[config.mk]
export PLATFORM = sky130hd
export DESIGN_NAME = mem_stage
export DESIGN_NICKNAME = d
export VERILOG_FILES = /design/src/rtl/mem_stage_pkg.sv /design/src/rtl/mem_lane.sv /design/src/rtl/mem_stage.sv
export SDC_FILE = /design/constraint.sdc
export NUM_CORES = 1
export LEC_CHECK = 0
export CAP_MARGIN = 10
export CORE_AREA = 2 2 157 159
export CTS_CLUSTER_DIAMETER = 60
export DETAILED_ROUTE_END_ITERATION = 10
export DIE_AREA = 0 0 159 161
export PLACE_DENSITY = 0.71
export SYNTH_ARGS = -nofsm -noshare
export SYNTH_HDL_FRONTEND = slang
export SYNTH_SLANG_ARGS = --single-unit
export TNS_END_PERCENT = 30
[constraint.sdc]
create_clock -name clk -period 7.4 [get_ports clk]
set_input_delay 0.74 -clock clk [delete_from_list [all_inputs] [get_ports clk]]
set_output_delay 0.74 -clock clk [all_outputs]
set_load 0.01 [all_outputs]
[src/rtl/mem_stage_pkg.sv]
// Shared definitions for the memory-access stage.
//  - ALU sub-operation encodings seen by this stage (loads, stores, NOP, OR).
//  - Register-file bus widths.
//  - FSM state encoding for the data-RAM handshake.
//  - Helper functions that classify an aluop as a load or a store.
package mem_stage_pkg;

  localparam int REG_ADDR_W = 5;
  localparam int REG_W      = 32;
  localparam int ALUOP_W    = 8;

  localparam logic [REG_W-1:0] ZERO_WORD = 32'h0000_0000;

  localparam logic [ALUOP_W-1:0] EXE_NOP_OP = 8'b0000_0000;
  localparam logic [ALUOP_W-1:0] EXE_OR_OP  = 8'b0010_0101;
  localparam logic [ALUOP_W-1:0] EXE_LB_OP  = 8'b1110_0000;
  localparam logic [ALUOP_W-1:0] EXE_LH_OP  = 8'b1110_0001;
  localparam logic [ALUOP_W-1:0] EXE_LW_OP  = 8'b1110_0011;
  localparam logic [ALUOP_W-1:0] EXE_LBU_OP = 8'b1110_0100;
  localparam logic [ALUOP_W-1:0] EXE_LHU_OP = 8'b1110_0101;
  localparam logic [ALUOP_W-1:0] EXE_SB_OP  = 8'b1110_1000;
  localparam logic [ALUOP_W-1:0] EXE_SH_OP  = 8'b1110_1001;
  localparam logic [ALUOP_W-1:0] EXE_SW_OP  = 8'b1110_1011;

  typedef enum logic [1:0] {
    MEM_IDLE = 2'd0,
    MEM_REQ  = 2'd1,
    MEM_DONE = 2'd2
  } mem_state_e;

  function automatic logic is_load(input logic [ALUOP_W-1:0] op);
    case (op)
      EXE_LB_OP, EXE_LBU_OP, EXE_LH_OP, EXE_LHU_OP, EXE_LW_OP: return 1'b1;
      default: return 1'b0;
    endcase
  endfunction

  function automatic logic is_store(input logic [ALUOP_W-1:0] op);
    case (op)
      EXE_SB_OP, EXE_SH_OP, EXE_SW_OP: return 1'b1;
      default: return 1'b0;
    endcase
  endfunction

endpackage

[src/rtl/mem_lane.sv]
// Byte-lane logic for the memory stage (purely combinational).
// Big-endian: addr[1:0]=00 addresses bits 31:24.
// Ports:
//  aluop_i    load/store sub-operation
//  addr_lo_i  low two address bits
//  sdata_i    store data (rt)
//  rdata_i    load data word from the RAM
//  sel_o      byte-lane enables
//  wdata_o    lane-replicated store data (0 for non-stores)
//  ldata_o    sign/zero-extended load result
module mem_lane
  import mem_stage_pkg::*;
(
  input  logic [ALUOP_W-1:0] aluop_i,
  input  logic [1:0]         addr_lo_i,
  input  logic [REG_W-1:0]   sdata_i,
  input  logic [REG_W-1:0]   rdata_i,
  output logic [3:0]         sel_o,
  output logic [REG_W-1:0]   wdata_o,
  output logic [REG_W-1:0]   ldata_o
);

  logic [7:0]  rbyte;
  logic [15:0] rhalf;

  always_comb begin
    rbyte = 8'h00;
    case (addr_lo_i)
      2'b00:   rbyte = rdata_i[31:24];
      2'b01:   rbyte = rdata_i[23:16];
      2'b10:   rbyte = rdata_i[15:8];
      default: rbyte = rdata_i[7:0];
    endcase
    rhalf = addr_lo_i[1] ? rdata_i[15:0] : rdata_i[31:16];

    sel_o   = 4'b0000;
    wdata_o = ZERO_WORD;
    ldata_o = ZERO_WORD;
    case (aluop_i)
      EXE_LB_OP: begin
        sel_o   = 4'b1000 >> addr_lo_i;
        ldata_o = {{24{rbyte[7]}}, rbyte};
      end
      EXE_LBU_OP: begin
        sel_o   = 4'b1000 >> addr_lo_i;
        ldata_o = {24'h0, rbyte};
      end
      EXE_LH_OP: begin
        sel_o   = addr_lo_i[1] ? 4'b0011 : 4'b1100;
        ldata_o = {{16{rhalf[15]}}, rhalf};
      end
      EXE_LHU_OP: begin
        sel_o   = addr_lo_i[1] ? 4'b0011 : 4'b1100;
        ldata_o = {16'h0, rhalf};
      end
      EXE_LW_OP: begin
        sel_o   = 4'b1111;
        ldata_o = rdata_i;
      end
      EXE_SB_OP: begin
        sel_o   = 4'b1000 >> addr_lo_i;
        wdata_o = {4{sdata_i[7:0]}};
      end
      EXE_SH_OP: begin
        sel_o   = addr_lo_i[1] ? 4'b0011 : 4'b1100;
        wdata_o = {2{sdata_i[15:0]}};
      end
      EXE_SW_OP: begin
        sel_o   = 4'b1111;
        wdata_o = sdata_i;
      end
      default: ;
    endcase
  end

endmodule

[src/rtl/mem_stage.sv]
// Memory-access stage: latches execute results, performs loads/stores over a
// req/ack data-RAM port, stalls the pipeline while an access is outstanding and
// delivers the write-back triple (wd/wreg/wdata) to the MEM/WB register.
// Optional feature macro: MEM_ALIGN_CHECK_EN (misaligned half/word detection).
// Ports:
//  clk, rst           clock (rising edge), asynchronous active-low reset
//  stall_i, flush_i   latch hold / latch bubble (flush wins)
//  ex_*_i             execute results: wd, wreg, wdata, aluop, maddr, sdata
//  mem_req_o/we_o/sel_o/addr_o/data_o, mem_ack_i/data_i   data-RAM port
//  wd_o, wreg_o, wdata_o   write-back triple
//  stallreq_o         stall request while an access is outstanding
//  excp_align_o       misaligned access flag (0 without MEM_ALIGN_CHECK_EN)
module mem_stage
  import mem_stage_pkg::*;
#(
  parameter int ADDR_W       = 32,
  parameter bit POSTED_STORE = 1'b0
) (
  input  logic                  clk,
  input  logic                  rst,
  input  logic                  stall_i,
  input  logic                  flush_i,
  input  logic [REG_ADDR_W-1:0] ex_wd_i,
  input  logic                  ex_wreg_i,
  input  logic [REG_W-1:0]      ex_wdata_i,
  input  logic [ALUOP_W-1:0]    ex_aluop_i,
  input  logic [ADDR_W-1:0]     ex_maddr_i,
  input  logic [REG_W-1:0]      ex_sdata_i,
  output logic                  mem_req_o,
  output logic                  mem_we_o,
  output logic [3:0]            mem_sel_o,
  output logic [ADDR_W-1:0]     mem_addr_o,
  output logic [REG_W-1:0]      mem_data_o,
  input  logic                  mem_ack_i,
  input  logic [REG_W-1:0]      mem_data_i,
  output logic [REG_ADDR_W-1:0] wd_o,
  output logic                  wreg_o,
  output logic [REG_W-1:0]      wdata_o,
  output logic                  stallreq_o,
  output logic                  excp_align_o
);

  // Input latch
  logic [REG_ADDR_W-1:0] wd_q, wd_d;
  logic                  wreg_q, wreg_d;
  logic [REG_W-1:0]      wdata_q, wdata_d;
  logic [ALUOP_W-1:0]    aluop_q, aluop_d;
  logic [ADDR_W-1:0]     maddr_q, maddr_d;
  logic [REG_W-1:0]      sdata_q, sdata_d;

  // Handshake state
  mem_state_e        state_q, state_d;
  logic              kill_q, kill_d;
  logic              posted_q, posted_d;
  logic [REG_W-1:0]  rdata_q, rdata_d;

  // Copy of the access taken at issue so a flush of the latch cannot disturb the bus
  logic [ALUOP_W-1:0] acc_op_q;
  logic [ADDR_W-1:0]  acc_addr_q;
  logic [REG_W-1:0]   acc_sdata_q;

  logic               issue, posted_issue, in_req, misalign, is_mem, drop;
  logic [ALUOP_W-1:0] cur_op;
  logic [ADDR_W-1:0]  cur_addr;
  logic [REG_W-1:0]   cur_sdata;
  logic [3:0]         lane_sel;
  logic [REG_W-1:0]   lane_wdata, lane_ldata;

  always_comb begin
    wd_d    = wd_q;
    wreg_d  = wreg_q;
    wdata_d = wdata_q;
    aluop_d = aluop_q;
    maddr_d = maddr_q;
    sdata_d = sdata_q;
    if (flush_i) begin
      wd_d    = '0;
      wreg_d  = 1'b0;
      wdata_d = ZERO_WORD;
      aluop_d = EXE_NOP_OP;
      maddr_d = '0;
      sdata_d = ZERO_WORD;
    end else if (!stall_i) begin
      wd_d    = ex_wd_i;
      wreg_d  = ex_wreg_i;
      wdata_d = ex_wdata_i;
      aluop_d = ex_aluop_i;
      maddr_d = ex_maddr_i;
      sdata_d = ex_sdata_i;
    end
  end

  always_ff @(posedge clk or negedge rst) begin
    if (!rst) begin
      wd_q     <= '0;
      wreg_q   <= 1'b0;
      wdata_q  <= ZERO_WORD;
      aluop_q  <= EXE_NOP_OP;
      maddr_q  <= '0;
      sdata_q  <= ZERO_WORD;
      state_q  <= MEM_IDLE;
      kill_q   <= 1'b0;
      posted_q <= 1'b0;
      rdata_q  <= ZERO_WORD;
    end else begin
      wd_q     <= wd_d;
      wreg_q   <= wreg_d;
      wdata_q  <= wdata_d;
      aluop_q  <= aluop_d;
      maddr_q  <= maddr_d;
      sdata_q  <= sdata_d;
      state_q  <= state_d;
      kill_q   <= kill_d;
      posted_q <= posted_d;
      rdata_q  <= rdata_d;
    end
  end

  always_ff @(posedge clk) begin
    if (issue) begin
      acc_op_q    <= aluop_q;
      acc_addr_q  <= maddr_q;
      acc_sdata_q <= sdata_q;
    end
  end

`ifdef MEM_ALIGN_CHECK_EN
  always_comb begin
    misalign = 1'b0;
    case (aluop_q)
      EXE_LH_OP, EXE_LHU_OP, EXE_SH_OP: misalign = maddr_q[0];
      EXE_LW_OP, EXE_SW_OP:             misalign = |maddr_q[1:0];
      default: ;
    endcase
  end
`else
  assign misalign = 1'b0;
`endif

  assign in_req    = (state_q == MEM_REQ);
  assign is_mem    = is_load(aluop_q) | is_store(aluop_q);
  assign cur_op    = in_req ? acc_op_q : aluop_q;
  assign cur_addr  = in_req ? acc_addr_q : maddr_q;
  assign cur_sdata = in_req ? acc_sdata_q : sdata_q;

  mem_lane u_lane (
    .aluop_i   (cur_op),
    .addr_lo_i (cur_addr[1:0]),
    .sdata_i   (cur_sdata),
    .rdata_i   (mem_data_i),
    .sel_o     (lane_sel),
    .wdata_o   (lane_wdata),
    .ldata_o   (lane_ldata)
  );

  always_comb begin
    state_d      = state_q;
    kill_d       = kill_q;
    posted_d     = 1'b0;
    rdata_d      = rdata_q;
    issue        = 1'b0;
    posted_issue = 1'b0;
    drop         = kill_q | flush_i;
    case (state_q)
      MEM_IDLE: begin
        if (is_mem && !misalign) begin
          if (POSTED_STORE && is_store(aluop_q)) begin
            // Fire once; if the store stays latched (stall) it must not repeat.
            posted_issue = !posted_q;
            posted_d     = stall_i && !flush_i;
          end else begin
            issue = 1'b1;
            // ack may arrive in the same cycle the request rises
            if (mem_ack_i) begin
              state_d = flush_i ? MEM_IDLE : MEM_DONE;
              if (!flush_i && is_load(aluop_q)) rdata_d = lane_ldata;
            end else begin
              state_d = MEM_REQ;
              kill_d  = flush_i;
            end
          end
        end
      end
      MEM_REQ: begin
        if (mem_ack_i) begin
          // A flushed access still finishes on the bus, but its result is dropped.
          state_d = drop ? MEM_IDLE : MEM_DONE;
          kill_d  = 1'b0;
          if (!drop && is_load(acc_op_q)) rdata_d = lane_ldata;
        end else begin
          kill_d = drop;
        end
      end
      MEM_DONE: begin
        if (!stall_i) state_d = MEM_IDLE;
      end
      default: state_d = MEM_IDLE;
    endcase
  end

  assign mem_req_o  = issue | posted_issue | in_req;
  assign stallreq_o = issue | in_req;
  assign mem_we_o   = mem_req_o & is_store(cur_op);
  assign mem_sel_o  = mem_req_o ? lane_sel : 4'b0000;
  assign mem_addr_o = mem_req_o ? {cur_addr[ADDR_W-1:2], 2'b00} : '0;
  assign mem_data_o = mem_req_o ? lane_wdata : ZERO_WORD;

  assign excp_align_o = misalign;
  assign wd_o         = wd_q;
  assign wdata_o      = (state_q == MEM_DONE) ? rdata_q : wdata_q;
  // Loads write back only from DONE; stores and misaligned ops never write back.
  assign wreg_o = wreg_q & ~in_req & ~misalign & ~is_store(aluop_q)
                & ~(is_load(aluop_q) & (state_q != MEM_DONE));

endmodule

Word level (Yosys, flattened, before mapping)
Index checks and enable logic that the tools add are counted.
{"block": "word_totals", "output_inout_bits": 110, "inputBits": 147, "word_cells": 128, "register_bits": 217}
{"block": "classes", "reduce_logical": 17, "shift": 1, "mux": 53, "eq_ne": 34, "bitwise": 11}
{"operator": "$mux 32", "n": 16}
{"operator": "$eq 8x8->1 const B", "n": 21}
{"operator": "$pmux 32 s5", "n": 1}
{"operator": "$pmux 32 s3", "n": 1}
{"operator": "$pmux 32 s2", "n": 1}
{"operator": "$mux 8", "n": 3}
{"operator": "$pmux 8 s3", "n": 1}
{"operator": "$mux 1", "n": 16}
{"operator": "$mux 16", "n": 1}
{"operator": "$ne 2x2->1 const B", "n": 7}
{"operator": "$mux 2", "n": 6}
{"operator": "$pmux 4 s3", "n": 1}
{"operator": "$reduce_or 3->1", "n": 4}
{"operator": "$mux 5", "n": 2}
{"operator": "$reduce_or 5->1", "n": 2}
{"operator": "$mux 4", "n": 2}
{"operator": "$pmux 2 s3", "n": 1}
{"operator": "$reduce_and 3->1", "n": 2}
{"operator": "$reduce_and 6->1", "n": 1}
{"operator": "$and 1x1->1", "n": 5}
{"operator": "$eq 2x1->1 const B", "n": 2}
{"operator": "$eq 2x2->1 const B", "n": 2}
{"operator": "$logic_not 2->1", "n": 2}
{"operator": "$ne 2x1->1 const B", "n": 2}
{"operator": "8 further kinds", "n": 14}

Longest topological paths before layout
Gate-level depths: netlist (run 1).
{"block": "depth", "word_depth": 11, "ltp_mapped": 11, "mapped_depth_nobuf": 7}

Hierarchy
Synthesis (run 1) repeated with hierarchy kept, for this count alone.
{"block": "unflattened", "cells_unflattened": 977, "area_unflattened_um2": 10938.0}
{"mod": "mem_stage", "seq_area_each_um2": 5790.6, "instances": 1, "area_each_um2": 9537.9, "cells_per_inst": 792}
{"mod": "mem_lane", "seq_area_each_um2": 0.0, "instances": 1, "area_each_um2": 1400.1, "cells_per_inst": 185}

Worst setup path after synthesis (run 1)
Ideal clock, no wire load.
{"block": "synth_timing", "path_type": "reg-to-reg", "from": "register aluop_q[4]", "to": "register acc_addr_q[0], enable pin", "stages_incl_launch_ff": 5, "setup_slack_ns": 0.978, "n_path_buf": 0, "required_time_ns": 6.809, "setup_time_ns": 0.591, "period_less_slack_ns": 6.422, "arrival_ns": 5.831, "cell_sequence": "dfrtp_1 nand4b_1 a21oi_1 nand2_1 nor3_1"}
{"block": "synth_via", "elab_chain_cells": 6, "elab_cells_between_ends": 15, "classes_between": "8 x eq/ne; 4 x mux; 1 x bitwise; 2 x reduce/logical"}
{"item": "from (decl)", "line_no": "mem_stage.sv:47", "rtl": "logic [ALUOP_W-1:0] aluop_q, aluop_d;"}
{"item": "from (signal assigned)", "line_no": "mem_stage.sv:109", "rtl": "aluop_q <= aluop_d;"}
{"item": "$eq 8x8->1, on equally long branches", "line_no": "mem_stage_pkg.sv:32, mem_stage_pkg.sv:39"}
{"item": "$reduce_or 5->1 or $reduce_or 3->1 (tied branches)", "line_no": "mem_stage_pkg.sv:32, mem_stage_pkg.sv:39"}
{"item": "$mux 1, on equally long branches", "line_no": "mem_stage_pkg.sv:32, mem_stage_pkg.sv:39"}
{"item": "$or 1x1->1 *", "line_no": "mem_stage.sv:141", "rtl": "assign is_mem = is_load(aluop_q) | is_store(aluop_q);"}
{"item": "$mux 1 *", "line_no": "mem_stage.sv:166", "rtl": "if (is_mem && !misalign) begin"}
{"item": "$mux 1 *", "line_no": "mem_stage.sv:164", "rtl": "case (state_q)"}
{"item": "via issue", "line_no": "mem_stage.sv:62", "rtl": "logic issue, posted_issue, in_req, misalign, is_mem, drop;"}
{"item": "to (signal assigned)", "line_no": "mem_stage.sv:122", "rtl": "acc_addr_q <= maddr_q;"}
{"item": "to (decl)", "line_no": "mem_stage.sv:59", "rtl": "logic [ADDR_W-1:0] acc_addr_q;"}
Mark *: on every way through the listed nets, which the timed path passes. The rest lies on a longest branch.
A chain may end at the register's enable or synchronous reset.

Final worst setup path (run 1)
{"block": "layout_timing", "from": "register state_q[1]", "to": "output mem_data_o[30]"}
{"block": "layout_via", "elab_chain_cells": 5, "elab_cells_between_ends": 11, "classes_between": "4 x eq/ne; 5 x mux; 1 x bitwise; 1 x reduce/logical"}
{"item": "from (decl)", "line_no": "mem_stage.sv:52", "rtl": "mem_state_e state_q, state_d;"}
{"item": "from (signal assigned)", "line_no": "mem_stage.sv:112", "rtl": "state_q <= state_d;"}
{"item": "$eq 2x1->1", "line_no": "mem_stage.sv:140", "rtl": "assign in_req = (state_q == MEM_REQ);"}
{"item": "$mux 8", "line_no": "mem_stage.sv:142", "rtl": "assign cur_op = in_req ? acc_op_q : aluop_q;"}
{"item": "$eq 8x8->1", "line_no": "mem_lane.sv:39", "rtl": "case (aluop_i)"}
{"item": "$pmux 32 s3", "line_no": "mem_lane.sv:39"}
{"item": "$mux 32 *", "line_no": "mem_stage.sv:206", "rtl": "assign mem_data_o = mem_req_o ? lane_wdata : ZERO_WORD;"}
{"item": "to (decl)", "line_no": "mem_stage.sv:33", "rtl": "output logic [REG_W-1:0] mem_data_o,"}
Every way passes the cells marked *; elsewhere a longest branch is shown, timed or not.

==> flow_results.org, run 1 <==
** Run status
- The flow ran to the end, and the final reports show no timing, DRC or antenna violations.

** STA
- Unrepaired setup endpoints after global routing :: no
- Number of hold-slack violations in the final timing report :: 0
- Setup-failing EPs final :: 0
- For this run, the top clock speed supported by timing is between 200 and 250 MHz.
- Across the routed clock network, the largest skew measured is between 0.008 and 0.009 ns.
- Final number of max-transition violations :: 0
- Worst Max-Slew Pin Slew :: 1.17 ns
- Of the available clock period, the critical path in the final layout requires 0.635.
- Worst max-slew margin expressed relative to the limit :: 0.218
- Summed over all failing endpoints, the final setup total negative slack is 0 ns.
- The worst path needs roughly 4.7 ns of the cycle, external delays included.
- Setup slack closes at between 2 and 3 ns.
- Hold timing on the final database bottoms out at a slack of between 0.3 and 0.4 ns.

** Power and ir drop
- Power per standard cell area :: approximately 200 nW/µm²
- Fraction of power consumed by combinational cells :: 0.106
- IR analysis of the VDD net gives a maximum drop of 0.175 mV.
- Internal power comes to about 0.0022 W.
- For this design the static power due to leakage is about 5.8 nW.
- Sequential fraction of design power :: 0.472
- Power dissipated by switching net loads :: approximately 0.00066 W
- Share of total power consumed by net switching :: 0.234
- Clock share of power :: 0.423

** Route
- Overall via count from detail_route :: 8268
- DRC violations left :: 0
- The first TritonRoute pass finished after 6 iterations.
- Dividing the detail-routed wire length by the instance count gives roughly 19 µm.
- In this run the remaining antenna-violating nets after routing total 0.
- The routed design has slightly below 30000 µm of wire.
- Dividing the detail-routed via count by the number of cells gives 5.37.
- Violation count after the first detailed-route iteration :: roughly 510

** Clock network
- No sink is reached through more buffers than the 3 on the longest clock path.
- Counting the buffers created by CTS gives 26.
- Insertion delay of the later-clocked pin in the worst-skew pair :: ~0.53 ns
- After clock tree synthesis, the clock-pin slew on the worst setup and hold paths is around 0.060 ns.
- Clock tree from TritonCTS :: yes
- # resized after CTS :: 0
- Total number of clock tree sinks :: 217
- Buffer type at the clock tree root :: sky130_fd_sc_hd__clkbuf_16
- CTS built an H-tree with a depth of 1.
- Total of hold buffers inserted after clock tree synthesis :: 0
- Total setup buffers inserted after CTS :: 0

** Synth
- Number of warnings printed during yosys synthesis :: 0
- Number of enable-type register cells in the synthesized netlist :: just over 70
- The synthesized netlist occupies a cell area of between 10000 and 15000 µm².
- Total of flip-flops plus latches after synthesis :: between 200 and 250
- Of the synthesized area, sequential elements account for 0.549.
- Counting flops with an async set or reset pin after synthesis yields a share of 0.668.
- Yosys mapped the design onto 48 distinct sky130hd cell types.
- Synthesized area per cell :: roughly 11 µm²
- Largest area contributor in the synthesized netlist :: sky130_fd_sc_hd__dfrtp_1
- After synthesis, the cell types taking the most area are sky130_fd_sc_hd__dfrtp_1, sky130_fd_sc_hd__edfxtp_1, sky130_fd_sc_hd__mux2i_1.
- In the synthesized netlist the dominant register cell turns out to be sky130_fd_sc_hd__dfrtp_1.
- Syn Inst Count :: a little under 1k
- Of the post-synthesis cell area, the dominant cell type holds 0.344.

** Critical path
- Together, buffers and inverters on the worst path number 2.
- The critical path goes through nand2b_4 > mux2i_2 > buf_6 > nor2_1 > a211oi_1 > nor2_1 > nor2_1 > clkdlybuf4s50_1.
- Worst-path cell with the longest stage delay :: sky130_fd_sc_hd__nand2b_4
- Critical Setup Path Class :: register to output port
- CP most frequent cell :: sky130_fd_sc_hd__nor2_1
- In this run the worst path has a maximum fanout of 63.
- Kind of start point of the critical path :: register
- The worst setup path is captured at an output port.
- The worst register-to-register path has a setup slack of approximately 4 ns.
- Broken down by cell family, the worst path's largest delay share belongs to simple AND/OR/NAND/NOR gates.
- On the worst path, the slowest cell contributes a delay of between 0.7 and 0.8 ns.
- Worst endpoint data arrival time :: between 3 and 4 ns
- For the worst setup path, the data required time is 6.66 ns.

** Global route
- Maximum number of pins on one net before global-route repair :: 93
- For met2 alone, demand over resource in global routing was 0.356.
- Global router's overall resource usage :: 0.224
- The initial antenna violation count came to 0.
- For met1 alone, demand over resource in global routing was 0.317.
- Routing layer with the top usage in global route :: met2
- In the global route stage, met3 resource usage came out at 0.0501.
- Number of global-route vias before repair :: 8180
- After global routing the overflow that remains totals 0.
- The first global-routing pass estimated about 46000 µm of wire.

** Cells and area
- Nets :: ~1.3k
- Antenna fix cells :: 0
- Compared with the post-synthesis result, the final layout area differs by 33.0%.
- Final design area excluding fillers :: about 14000 µm²
- Of the cells placed in the final design, the portion with a size suffix greater than 1 is 0.0922.

** Floorplan
- The floorplan step set the die width to 159 µm.
- Vertical die dimension :: around 160 µm
- Total Die Area :: roughly 26000 µm²
- For this design the top-level I/O count stands at around 260.
- The initial utilization of the core area, before any placement, comes to 0.440.
- Standard-cell rows :: 57
- The core region is roughly 24000 µm².

** Placement
- After legalization and detailed placement, the total HPWL measured between 15000 and 20000 µm.
- Placed standard-cell area :: between 10000 and 15000 µm²
- Number of buffer cells added on primary ports :: ~250
- Before CTS, the worst setup slack after placement is between 2 and 3 ns.
- Global placement routability congestion :: just under 0.9

** Job
- Max-cap viol count :: 0

** Min path
- HP Class :: primary input to async pin
[sequential cells by signal (all words and copies together), names as in the netlist]
register / cells
acc_addr_q: 32
acc_sdata_q: 32
maddr_q: 32
rdata_q: 32
sdata_q: 32
wdata_q: 32
acc_op_q: 8
aluop_q: 8
wd_o: 5
state_q: 2
kill_q: 1
wreg_q: 1
[cells in the mapped netlist, drive strengths merged (4+ instances only)]
cell type and count:
and3 6, edfxtp 72, clkbuf 42, mux2i 151
o21ai 12, mux2 36, nor2 185, a21oi 62
nand2 128, o22a 14, nor3 4, buf 33
inv 5, a31oi 32, a22oi 9, dfrtp 145
nand2b 4, o22ai 6
[cell type report]
cell class,count,area (µm²)
timing repair buffer,263,2610
inverter,5,18.8
fill,2045,9940
sequential,217,5790
tap,324,405
clock buffer,39,719
clock inverter,7,76.3
multi-input combinational,684,4400
[per-layer routing]
layer	part of all wire	wire [µm]	up-vias
li1	-	-	3868
met1	0.45	13100	4038
met2	0.45	13200	321
met3	0.080	2320	41
met4	0.018	518	0
met5	0	0	-
[worst register-to-register path: cells and delay by family (launching register included)]
| kind | cells | cell delay [ns] |
|---|---|---|
| buf+inv | 1 | 0.51 |
| simple gates | 2 | 0.66 |
| flops | 1 | 0.64 |
| compound gates | 4 | 1.51 |
[placed cells by master, fill, tap and decap left out, types with 5 or more instances in the layout]
cell,netlist,routed
sky130_fd_sc_hd__nand2_1,128,128
sky130_fd_sc_hd__dfrtp_1,145,145
sky130_fd_sc_hd__o22ai_1,6,6
sky130_fd_sc_hd__nor2_1,185,184
sky130_fd_sc_hd__mux2i_1,150,148
sky130_fd_sc_hd__mux2_2,36,36
sky130_fd_sc_hd__edfxtp_1,72,72
sky130_fd_sc_hd__a21oi_1,60,60
sky130_fd_sc_hd__clkbuf_16,0,26
sky130_fd_sc_hd__clkbuf_1,42,11
sky130_fd_sc_hd__o21ai_0,12,12
sky130_fd_sc_hd__clkdlybuf4s50_1,0,250
sky130_fd_sc_hd__and3_1,6,6
sky130_fd_sc_hd__o22a_1,14,14
sky130_fd_sc_hd__a22oi_1,9,9
sky130_fd_sc_hd__buf_4,10,10
sky130_fd_sc_hd__a31oi_1,22,22
sky130_fd_sc_hd__inv_1,5,5
sky130_fd_sc_hd__a31oi_2,10,10
[per-stage QoR]
step                utilization  std cells  total power (W)
global route              0.585       1539          0.00292
global placement          0.551       1492          0.00164
finish                    0.585       1539          0.00281
floorplan                     -        981          0.00148
CTS                       0.585       1538          0.00285
detailed placement        0.551       1492          0.00165
[power by group through the flow]
stage / sequential (W) / clock [W] / combinational, W
finish: 0.00133 / 0.00119 / 0.000297
global route: 0.00133 / 0.00126 / 0.000326
CTS: 0.00133 / 0.00122 / 0.000300
detailed placement: 0.00135 / 0 / 0.000298
global placement: 0.00135 / 0 / 0.000294
floorplan: 0.00134 / 0 / 0.000147
[final timing paths]
path | from | endpoint | depth (start not counted)
max | state_q[1]$_DFFE_PN0P_ | mem_data_o[30] | 8
max in group asynchronous | rst | wdata_q[23]$_DFFE_PN0P_ | 2
min reg2reg | aluop_q[4]$_DFFE_PN0P_ | acc_op_q[4]$_DFFE_PP_ | 0
min in group clk | aluop_q[4]$_DFFE_PN0P_ | acc_op_q[4]$_DFFE_PP_ | 0
min | rst | rdata_q[7]$_DFFE_PN0P_ | 1
max reg2reg | state_q[0]$_DFFE_PN0P_ | rdata_q[13]$_DFFE_PN0P_ | 7
[cells by family after synthesis]
| family | count (synthesis) | synth area share |
|---|---|---|
| other | 1 | 0.000356 |
| flip-flops | 217 | 0.549 |
| multiplexers | 187 | 0.183 |
| AO/OA/AOI/OAI | 151 | 0.0984 |
| buffers and inverters | 80 | 0.0373 |
| AND/OR/NAND/NOR | 343 | 0.132 |
Note: power is estimated with default switching activity, not from simulation.
==> run 2, diff against run 1 <==
- clock period: 7.4 -> 4.5 ns (I/O delays scaled with it)
==> flow_results.org, run 2 (synthesis gave the netlist of run 1 again) <==
** Run status
- The run finished, with violations left.
- The checks that failed: negative hold slack.

** Power and ir drop
- The static leakage came to 5.84 nW (+1.5%).
- The switching power total is 0.00114 W (+73%).
- The portion of total power attributed to combinational logic was 0.101 (-0.005).
- The worst IR drop on VDD came to 0.205 mV (+17%).
- The fraction of power consumed by the clock network was 0.449 (+0.026).
- Internal :: 0.00371 W (+72%)
- The switching portion of total power was 0.235 (+0.00107).
- The total power per unit cell area was 342 nW/µm² (+70%).
- The sequential fraction of design power was 0.450 (-0.022).

** Global route
- Antenna violations before repair :: 2 (+2)
- Number of global-route vias before repair :: 8250 (+0.86%)
- Wire length of the first global-routing pass :: 46300 µm (+0.30%)
- The pin count of the biggest net entering global routing came to 84 (-9.7%).
- Global router's overall resource usage :: 0.226 (+0.00192)
- Final global-route overflow total :: 0 (unchanged)

** Clock network
- The post-CTS resize count was 0 (unchanged).
- CTS placed an instance of sky130_fd_sc_hd__clkbuf_16 at the clock tree root.
- H-tree lvl count :: 1 (unchanged)
- Clock transition at the register clock pins on the worst setup and hold paths after CTS :: 0.06 ns (about the same)
- TritonCTS built the clock tree.
- Total of hold buffers inserted after clock tree synthesis :: 0 (unchanged)
- The clock sink count is 217 (unchanged).
- Cts bufs inserted :: 26 (unchanged)
- Insertion delay of the later-clocked pin in the worst-skew pair :: 0.52 ns (about the same)
- Maximum number of buffers from clock root to sink :: 3 (unchanged)

** Route
- Metal-1 WL :: 12900 µm (-1.5%)
- The highest metal layer carrying signal wires in the routed design is met5.
- The number of detailed-route iterations in the first pass came to 5 (-1).
- Met3 wire len :: 2190 µm (-5.6%)
- The total number of vias came to 8210 (-0.70%).
- DRC violations left :: 0 (unchanged)
- The final routed wirelength across all metal layers is 29500 µm (+1.2%).
- Avg WL per Cell :: 19.1 µm (+0.62%)
- The detail-routed via count per cell is 5.30 (-1.3%).
- Antenna-violating nets left :: 0 (unchanged)
- Violation count after the first detailed-route iteration :: 409 (-20%)
- The sum of met2 wire segment lengths after detailed routing was 13800 µm (+4.0%).

** STA
- The final-report max-slew violation count came to 0 (unchanged).
- Unrepaired setup endpoints after global routing :: no
- Counting I/O delays and the setup requirement, the final critical path takes 4.17 ns.
- The setup TNS was 0 ns (unchanged).
- Worst max-slew margin expressed relative to the limit :: 0.320 (+0.102)
- Final worst-path setup slack :: 0.333 ns (-2.37 ns)
- In the finished design, the share of the clock period the worst path needs comes to 0.926.
- The worst hold-check slack is -0.0113 ns (-0.329 ns).
- The number of hold violations in the final report is 2 (+2).
- Worst Max-Slew Pin Slew :: 1.02 ns (-0.152 ns)
- Setup-failing EPs final :: 0 (unchanged)
- Maximum clock skew at final layout :: 0.0140 ns (+0.00502 ns)
- For this run, the top clock speed supported by timing is ~240 MHz.

** Critical path
- Required time worst endpoint :: 4.05 ns (-2.61 ns)
- Critical Path Start :: state_q[0]$_DFFE_PN0P_
- In this run the critical register-to-register path is launched from state_q[1]$_DFFE_PN0P_.
- Critical Setup Path Class :: register to output port
- Worst endpoint data arrival time :: 3.72 ns (-0.24 ns)
- The largest driver fanout on the critical path is 16 (-75%).
- CP endpoint kind :: output port
- Kind of start point of the critical path :: register

** Floorplan
- The floorplan core area is 24000 µm² (unchanged).
- Standard-cell rows :: 57 (unchanged)
- Die X :: 159 µm (unchanged)
- The number of top-level pins was 257 (unchanged).
- Vertical die dimension :: 161 µm (unchanged)
- The die area was 25600 µm² (unchanged).
- Initial core utilization :: 0.440 (unchanged)

** Job
- The number of max-cap violations was 0 (unchanged).

** Placement
- The routability-driven placement congestion ratio is 0.824 (-4.7%).
- Number of buffer cells added on primary ports :: 253 (unchanged)
- The estimated wirelength of the detail-placed design came to 19600 µm (+3.2%).
- The post-placement setup slack was 0.877 ns (-2.08 ns).
- Placed insts :: 1498 (+0.40%)

** Cells and area
- Area added between synthesis and finish :: 34.6%
- The net count reported at finish came to 1350 (+0.45%).
- The post-layout instance count excluding filler cells came to 1548 (+0.58%).
- In the layout the commonest cells are sky130_fd_sc_hd__clkdlybuf4s50_1, sky130_fd_sc_hd__nor2_1, sky130_fd_sc_hd__mux2i_1.
- The fraction of final layout cells with drive strength greater than 1 came to 0.104 (+0.0117).
- The layout filler cell count was 2042 (-0.15%).
- Most common library cell in the layout ignoring fill and taps :: sky130_fd_sc_hd__clkdlybuf4s50_1

** Min path
- The tightest min-delay check is of the primary input to async pin type.
## run 2: cell types whose count changed in the layout (fill, tap and decap cells not counted), sizes merged
cell,delta
diode,+1
nor2b,+1
buf,+5
bufinv,+1
clkinv,+1
clkbuf,-4
inv,+4
## run 2: final timing paths
check                                           end  depth (start not counted)  slack (ns)
hold / removal               wdata_q[0]$_DFFE_PN0P_                          1       -0.01
setup / recovery                     mem_data_o[29]                          7        0.33
hold reg to reg            acc_addr_q[11]$_DFFE_PP_                          0        0.47
max in group asynchronous       wd_o[1]$_DFFE_PN0P_                          2        3.45
min in group clk             sdata_q[6]$_DFFE_PN0P_                          2        0.34
setup reg to reg            rdata_q[19]$_DFFE_PN0P_                          7        1.07
## run 2: layout make-up
type	instances	area, µm²	share of cell area
Inverter	5	18.8	0.00132
Timing Repair Buffer	268	2650	0.186
Clock buffer	35	768	0.0542
Antenna cell	1	2.50	0.000176
Sequential cell	217	5790	0.408
Multi-Input combinational cell	685	4420	0.311
Clock inverter	13	138	0.00970
Tap cell	324	405	0.0286
## run 2: routing by layer
layer / vias to the layer above / track usage
met4: 2 / 0.0558
met5: - / 0
li1: 3884 / -
met3: 48 / 0.0578
met1: 3964 / 0.309
met2: 312 / 0.361
## run 2: through the flow
step	util	power (W)	instance area, µm²
final	0.592	0.00485	14200
after CTS	0.591	0.00490	14200
after floorplan	-	0.00244	10600
after detailed placement	0.554	0.00271	13300
after global routing	0.592	0.00502	14200
after global placement	0.554	0.00270	13300
## run 2: what timing repair did
action	in CTS	in global routing
hold endpoints to repair	0	0
buffers inserted	0	0
endpoints found under the setup margin	0	6
## run 2: power groups by stage
stage	clock network [W]	registers [W]	logic, W
2_1_floorplan	0	0.00220	0.000242
3_3_place_gp	0	0.00222	0.000482
3_5_place_dp	0	0.00222	0.000489
4_1_cts	0.00223	0.00218	0.000493
5_1_grt	0.00229	0.00219	0.000533
6_report	0.00218	0.00218	0.000487
## run 2: critical path, cell delays in order (launching register included)
cell and delay [ns]:
sky130_fd_sc_hd__dfrtp_1 0.75, sky130_fd_sc_hd__or3b_1 0.44, sky130_fd_sc_hd__o32a_1 0.28, sky130_fd_sc_hd__or3_1 0.68, sky130_fd_sc_hd__a21oi_1 0.23, sky130_fd_sc_hd__a31oi_1 0.06, sky130_fd_sc_hd__nor2_1 0.17, sky130_fd_sc_hd__clkdlybuf4s50_1 0.58
